--- config.mk ---
export PLATFORM = sky130hd
export DESIGN_NAME = coeff_lut_ram
export DESIGN_NICKNAME = d
export VERILOG_FILES = /design/src/rtl/coeff_lut_ram.sv
export SDC_FILE = /design/constraint.sdc
export NUM_CORES = 1
export LEC_CHECK = 0
export CORE_MARGIN = 2
export CORE_UTILIZATION = 59
export CTS_CLUSTER_SIZE = 12
export DETAILED_ROUTE_END_ITERATION = 6
export HOLD_SLACK_MARGIN = 0.03
export PLACE_DENSITY = 0.79
export SYNTH_ARGS = -nofsm -noshare
export SYNTH_HDL_FRONTEND = slang
export SYNTH_SLANG_ARGS = --single-unit
export TNS_END_PERCENT = 1
--- constraint.sdc ---
create_clock -name clka -period 1.58 [get_ports clka]
set_clock_uncertainty 0.1 [all_clocks]
set_input_delay 0.237 -clock clka [delete_from_list [all_inputs] [get_ports clka]]
set_output_delay 0.237 -clock clka [all_outputs]
set_load 0.02 [all_outputs]
--- src/rtl/coeff_lut_ram.sv ---
// -----------------------------------------------------------------------------
// coeff_lut_ram
//
// Single-port synchronous coefficient RAM for the piecewise-linear log
// approximation datapath. One instance holds the slope table "a". A second
// instance holds the intercept table "b". Both are addressed by the
// segment-select encoder.
//
// The port behaves like a vendor single-port block RAM:
//   - write-first mode
//   - one-cycle registered read latency
//   - an added asynchronous active-low reset that clears only the output
//     register and never the stored words
//
// Parameters:
//   DATA_W   - word width of dina / douta
//   ADDR_W   - address width
//   DEPTH    - number of words (2**ADDR_W)
//   INIT_VEC - power-up contents; word i is INIT_VEC[i*DATA_W +: DATA_W]
//
// Ports:
//   clka   - clock; all state changes on the rising edge
//   rsta_n - asynchronous active-low reset. Forces douta to 0 and blocks
//            access while low.
//   ena    - port enable; gates both read and write
//   wea    - write enable; qualified by ena
//   addra  - word address
//   dina   - write data
//   douta  - registered read data. In write-first mode it returns dina
//            on a write.
// -----------------------------------------------------------------------------
module coeff_lut_ram #(
    parameter int                         DATA_W   = 32,
    parameter int                         ADDR_W   = 3,
    parameter int                         DEPTH    = 2 ** ADDR_W,
    parameter logic [DEPTH*DATA_W-1:0]    INIT_VEC = '0
) (
    input  logic              clka,
    input  logic              rsta_n,
    input  logic              ena,
    input  logic              wea,
    input  logic [ADDR_W-1:0] addra,
    input  logic [DATA_W-1:0] dina,
    output logic [DATA_W-1:0] douta
);

    // Packed word array: element i lines up with INIT_VEC[i*DATA_W +: DATA_W],
    // so the power-up image loads with a plain vector assignment.
    logic [DEPTH-1:0][DATA_W-1:0] mem = INIT_VEC;
    logic [DATA_W-1:0]            douta_q = '0;

    // An access takes place only on an enabled edge outside reset.
    logic access;
    logic do_write;

    assign access   = ena && rsta_n;
    assign do_write = access && wea;

    // NOTE: the storage array has no reset branch. Clearing it would destroy
    // the coefficient tables and block RAM inference. rsta_n only qualifies
    // the write, so contents survive a reset pulse.
    always_ff @(posedge clka) begin
        if (do_write) begin
            mem[addra] <= dina;
        end
    end

    // NOTE: registered state uses non-blocking assignment. The read below
    // therefore sees the pre-edge contents of mem, and write-first data must
    // come from dina, not from the array.
    always_ff @(posedge clka or negedge rsta_n) begin
        if (!rsta_n) begin
            douta_q <= '0;
        end else if (ena) begin
            douta_q <= wea ? dina : mem[addra];
        end
    end

    assign douta = douta_q;

endmodule

==> reports/metrics.yaml, run 1 <==
ys_top_cells_by_area: "edfxtp_1, mux2_2, dfrtp_1"
final_cell_mix: "edfxtp_1, mux2_2, a21oi_1"
antenna_cells: 0
nets: 764
drt-initial-drc-count: 617
syn2layout_area_growth_pct: 21.56
syn-num-nets: 641
power_density_mw_per_mm2: 1193
drv_cap: 0
startpoint_type: "register"
yosys.area.top_type: "edfxtp_1"
fin_crit_ps: 1561
rsz0062_at_grt: "false"
syn-cell-area_mm2: 0.01105
post_drt_wl_per_cell_um: 25.50
row_count: 50
relSlewSlack_pct: 68.74
yosysSeqAreaShare_pct: 76.79
power_leakage_nw: 4.511
yosys_warnings: 0
fp.dieH_um: 140.9
crit_required_ps: 1240
cts_setup_buffers: 0
async_flop_share_pct: 11.11
cts_buffers: 29
ant_nets: 0
path_clk_slew_ps: 60
hold_class: "in -> async"
vias: 6307
cp_max_fo: 2
htreeDepth: 1
whs_ps: 159.2
clockRootBuffer: "clkbuf_16"
cts.sinks: 288
drive_gt1_share_pct: 34.81
setup_viol: 0
critPathSlowestCell: "dfrtp_1"
crit_family: "flip-flops"
post_drt_via_cell_ratio: 6.429
hold_violations: 0
cts_max_path_buffers: 3
final.period_utilization_pct: 98.80
grt_antenna_before_repair: 0
drt-total-wl_um: 25010
port_buffers: 70
synth_edf_count: 256
outcome: "completed"
worstPathCellList: "clkdlybuf4s15_2"
setup.worst_path.end_class: "primary output"
initial_utilization_pct: 59.69
route.detailed.drc: 0
track_usage_pct: 25.57
core_mm2: 0.01852
arrival_ps: 1220
dr.pass1.iters: 7
cp.buffers_inverters: 1
synth_cell_type_count: 21
tritoncts: "done"
grt_max_degree: 33
grt_pass1_vias: 6552
totalPowerFinal_mw: 16.03
overflow: 0
die_area_mm2: 0.01984
gp_congestion: 0.8446
synthFlopType: "edfxtp_1"
max_stage_delay_ps: 410
netlist.area_leader.share_pct: 69.55
syn_avg_cell_area_um2: 18.36
num_io_pins: 71
tightest_slew_ps: 467.5
peakVddDrop_mv: 1.329
ys_ff_latch: 288
insertion_delay_ps: 540
hpwlAfterDp_um: 14830
final_common_cell: "edfxtp_1"
slew_violations: 0
grt_pass1_wl_um: 38120
synth_cells: 602
die_w_um: 140.9
path_class: "reg -> out"
clock.fmax_mhz: 640.6
-- state kept, by name, indices dropped and copies added, names as in the netlist --
signal  cells
douta      32
mem       256
-- cell usage after synthesis, types with 2 or more instances --
| library cell | number |
|---|---|
| a21oi_1 | 64 |
| a222oi_1 | 32 |
| buf_1 | 2 |
| buf_2 | 17 |
| buf_6 | 2 |
| clkbuf_1 | 16 |
| clkbuf_2 | 2 |
| dfrtp_1 | 32 |
| edfxtp_1 | 256 |
| mux2_1 | 2 |
| mux2_2 | 126 |
| nand2_1 | 2 |
| nand2b_1 | 3 |
| nor2_1 | 7 |
| nor3_1 | 2 |
| o22ai_1 | 32 |
-- worst paths after layout --
kind | startpoint | end | slack, ps | cells past startpoint
max reg2reg | mem[184] | douta[24] | 130 | 3
min in group clka | dina[3] | mem[163] | 380 | 1
min | rsta_n | douta[29] | 160 | 3
max in group asynchronous | rsta_n | douta[9] | 970 | 3
max | douta[14] | douta[14] | 20 | 1
min reg2reg | douta[3] | douta[3] | 470 | 2
-- final cells by class --
class | count | area [µm²]
Fill cell | 1100 | 5081
Timing Repair Buffer | 131 | 1354
Tap cell | 234 | 292.8
Clock inverter | 3 | 25.02
Clock buffer | 50 | 824.5
Sequential cell | 288 | 8488
Multi-Input combinational cell | 275 | 2452
-- metrics by stage --
step	setup TNS [ps]	instances	instance area (µm²)	setup WS [ps]	util [%]
after CTS	-26.88	981	13520	-26.88	73.03
after global routing	0	981	13440	0.8175	72.56
after global placement	-79990	927	12650	-372.1	68.32
final	0	981	13440	19.03	72.56
after floorplan	-157160	602	11100	-660.5	-
after detailed placement	-87090	927	12650	-403.0	68.32
-- where the power goes --
| group | switching [mW] | internal (mW) | total [mW] |
|---|---|---|---|
| Clock | 2.67 | 3.52 | 6.19 |
| Sequential | 0.0938 | 8.48 | 8.57 |
| Combinational | 0.715 | 0.554 | 1.27 |
| Total | 3.48 | 12.6 | 16.0 |
-- per-layer routing --
layer	routed length [µm]	GRT usage (%)	up-vias	part of all wire (%)
met5	0	0	-	0
met4	710	8.368	0	2.8
met3	2186	4.925	67	8.7
met2	12560	43.31	349	50
met1	9558	33.92	3184	38
li1	-	-	2707	-
-- logic make-up after synthesis --
family                 Yosys count  share of synthesized area (%)
muxes                          128                          13.04
AOI/OAI and AO/OA              128                          7.607
and+or+nand+nor                 19                         0.8832
buffers and inverters           39                          1.675
DFF                            288                          76.79
-- repair_timing --
action,4_1_cts,5_1_grt
hold endpoints to repair,32,0
setup endpoints to repair,32,28
resized for setup,74,20
hold buffers,1,0
-- worst reg2reg max path, delay by kind of cell, from the launching register on --
family | cells | cell delay (ps)
AOI/OAI and AO/OA | 2 | 550
DFF | 1 | 380
muxes | 1 | 280
Note: power is estimated with default switching activity, not from simulation.
==> run 2, diff against run 1 <==
CAP_MARGIN = 10   (was not set)
SETUP_SLACK_MARGIN = 0.5   (was not set)
==> run 2 against run 1 <==
Against the previous run:
- fmax increased by 7.4%
- global-route usage increased by 0.10 points
- non-clock buffer count is 4 higher
- via count is 0.52% higher
- count of clock-buffer cells in the layout did not move
- hold slack gained 150 ps
- sequential power barely moved
- worst setup slack gained 110 ps
- critical endpoint is now douta[31]
- highest routed layer unchanged
==> reports/metrics.yaml, run 2 (synthesis results as in run 1) <==
tightest_slew_ps: 475.9  # +8.461 ps
cp.buffers_inverters: 1  # unchanged
power_leakage_nw: 4.541  # +0.68%
drt-initial-drc-count: 719  # +17%
crit_required_ps: 1240  # about the same
path_class: "reg -> out"
route.met2.wl_um: 12660  # +0.84%
sw_frac_of_total_pct: 21.74  # +0.053 points
startpoint_type: "register"
antenna_cells: 0  # unchanged
peakVddDrop_mv: 1.302  # -2.1%
p_clk_share_pct: 38.6  # about the same
top_layer: "met4"
drv_cap: 0  # unchanged
drt-met1-wl_um: 9716  # +1.7%
die_area_mm2: 0.01984  # unchanged
grt_pass1_vias: 6575  # +0.35%
regMostFlops: "mem"
vias: 6340  # +0.52%
final_common_cell: "edfxtp_1"
n_fill_cell: 1092  # -0.73%
largest_reg_flops: 256  # unchanged
relSlewSlack_pct: 68.17  # -0.57 points
power.switching_mw: 3.493  # +0.50%
final_cell_mix: "edfxtp_1, mux2_2, a21oi_1"
clockRootBuffer: "clkbuf_16"
die_w_um: 140.9  # unchanged
route.detailed.drc: 0  # unchanged
critPathSlowestCell: "dfrtp_1"
tritoncts: "done"
wl_met3_um: 2105  # -3.7%
htreeDepth: 1  # unchanged
internal_power_mw: 12.58  # +0.18%
core_mm2: 0.01852  # unchanged
setup_viol: 0  # unchanged
hold_violations: 0  # unchanged
drive_gt1_share_pct: 35.82  # +1.0 points
cp_max_fo: 2  # unchanged
port_buffers: 70  # unchanged
fin_tns_setup_ps: 0  # unchanged
whs_ps: 310.6  # +151.4 ps
drt-total-wl_um: 25150  # +0.53%
max_stage_delay_ps: 420  # about the same
post_drt_via_cell_ratio: 6.437  # +0.12%
pwr-share-seq_pct: 53.3  # -0.2 points
fin_crit_ps: 1453  # -108.1 ps
dr.pass1.iters: 6  # -1
track_usage_pct: 25.67  # +0.10 points
overflow: 0  # unchanged
final.period_utilization_pct: 91.95  # -6.8 points
grt_max_degree: 33  # unchanged
num_io_pins: 71  # unchanged
hpwlAfterDp_um: 14830  # unchanged
arrival_ps: 1120  # -100 ps
setup.worst_path.end_class: "primary output"
nets: 768  # +0.52%
clock.fmax_mhz: 688.3  # +7.4%
pwr-share-comb_pct: 8.1  # +0.2 points
cts_max_path_buffers: 3  # unchanged
initial_utilization_pct: 59.69  # unchanged
cts.sinks: 288  # unchanged
path_clk_slew_ps: 60  # about the same
gp_congestion: 0.8446  # unchanged
post_drt_wl_per_cell_um: 25.53  # +0.12%
cts_buffers: 29  # unchanged
crit_family: "flip-flops"
grt_antenna_before_repair: 0  # unchanged
row_count: 50  # unchanged
fp.dieH_um: 140.9  # unchanged
slew_violations: 0  # unchanged
totalPowerFinal_mw: 16.07  # +0.25%
outcome: "completed"
insertion_delay_ps: 540  # about the same
hold_class: "in -> async"
rsz0062_at_grt: "true"
syn2layout_area_growth_pct: 21.70
grt_pass1_wl_um: 38240  # +0.33%
worstPathCellList: "buf_6"
power_density_mw_per_mm2: 1195  # +0.14%
ant_nets: 0  # unchanged
==> run 2: cell types whose count changed in the layout (fill, tap and decap cells not counted) <==
| cell | change |
|---|---|
| buf_2 | +23 |
| clkbuf_2 | -17 |
| buf_6 | +11 |
| clkdlybuf4s15_2 | -10 |
| clkdlybuf4s15_1 | -4 |
| buf_4 | +2 |
| clkbuf_4 | -1 |
| clkdlybuf4s50_1 | -1 |
| dlymetal6s2s_1 | +1 |
| mux2_1 | -1 |
| mux2_4 | +1 |
==> run 2: final timing paths <==
path                            from         to  slack (ps)  cells after the start
setup / recovery           douta[31]  douta[31]         130                      1
hold / removal                rsta_n  douta[26]         310                      3
setup reg to reg            mem[184]  douta[24]         130                      3
hold reg to reg             douta[3]   douta[3]         470                      2
max in group asynchronous     rsta_n   douta[9]         820                      3
min in group clka           addra[2]    mem[17]         370                      5
==> run 2: timing repair <==
action	4_1_cts	5_1_grt
hold buffers	1	0
pin swaps	3	4
endpoints found under the hold margin	32	0
setup buffers	3	1
gates resized for setup	144	6
setup endpoints to repair	320	320
==> run 2: routing by layer <==
metal,track usage [%],vias up
met2,43.41,348
met3,4.620,59
met4,8.263,0
met5,0,-
li1,-,2718
met1,34.41,3215
==> run 2: stage by stage <==
stage               std cells  utilization (%)  setup WS (ps)  instance area, µm²
floorplan                 602                -         -660.5               11100
global placement          927            68.32         -372.1               12650
detailed placement        927            68.32         -403.0               12650
CTS                       984            72.49          126.4               13420
global route              985            72.64          76.29               13450
finish                    985            72.64          127.2               13450
==> run 2: layout make-up <==
cell class,count,area [µm²],area share [%]
Timing Repair Buffer,135,1365,10.15
Multi-Input combinational cell,275,2456,18.26
Clock buffer,50,824.5,6.130
Tap cell,234,292.8,2.177
Sequential cell,288,8488,63.10
Clock inverter,3,25.02,0.1860
==> run 2: tightest hold or removal path, cell delays in order <==
cell	delay (ps)
buf_2	140
dlygate4sd3_1	690
buf_4	250
==> run 2: power groups by stage <==
stage | sequential [mW] | combinational [mW] | clock, mW
after floorplan | 8.83 | 0.504 | 0
after global placement | 8.72 | 1.29 | 0
after detailed placement | 8.72 | 1.32 | 0
after CTS | 8.57 | 1.28 | 6.26
after global routing | 8.58 | 1.38 | 6.58
final | 8.57 | 1.30 | 6.20
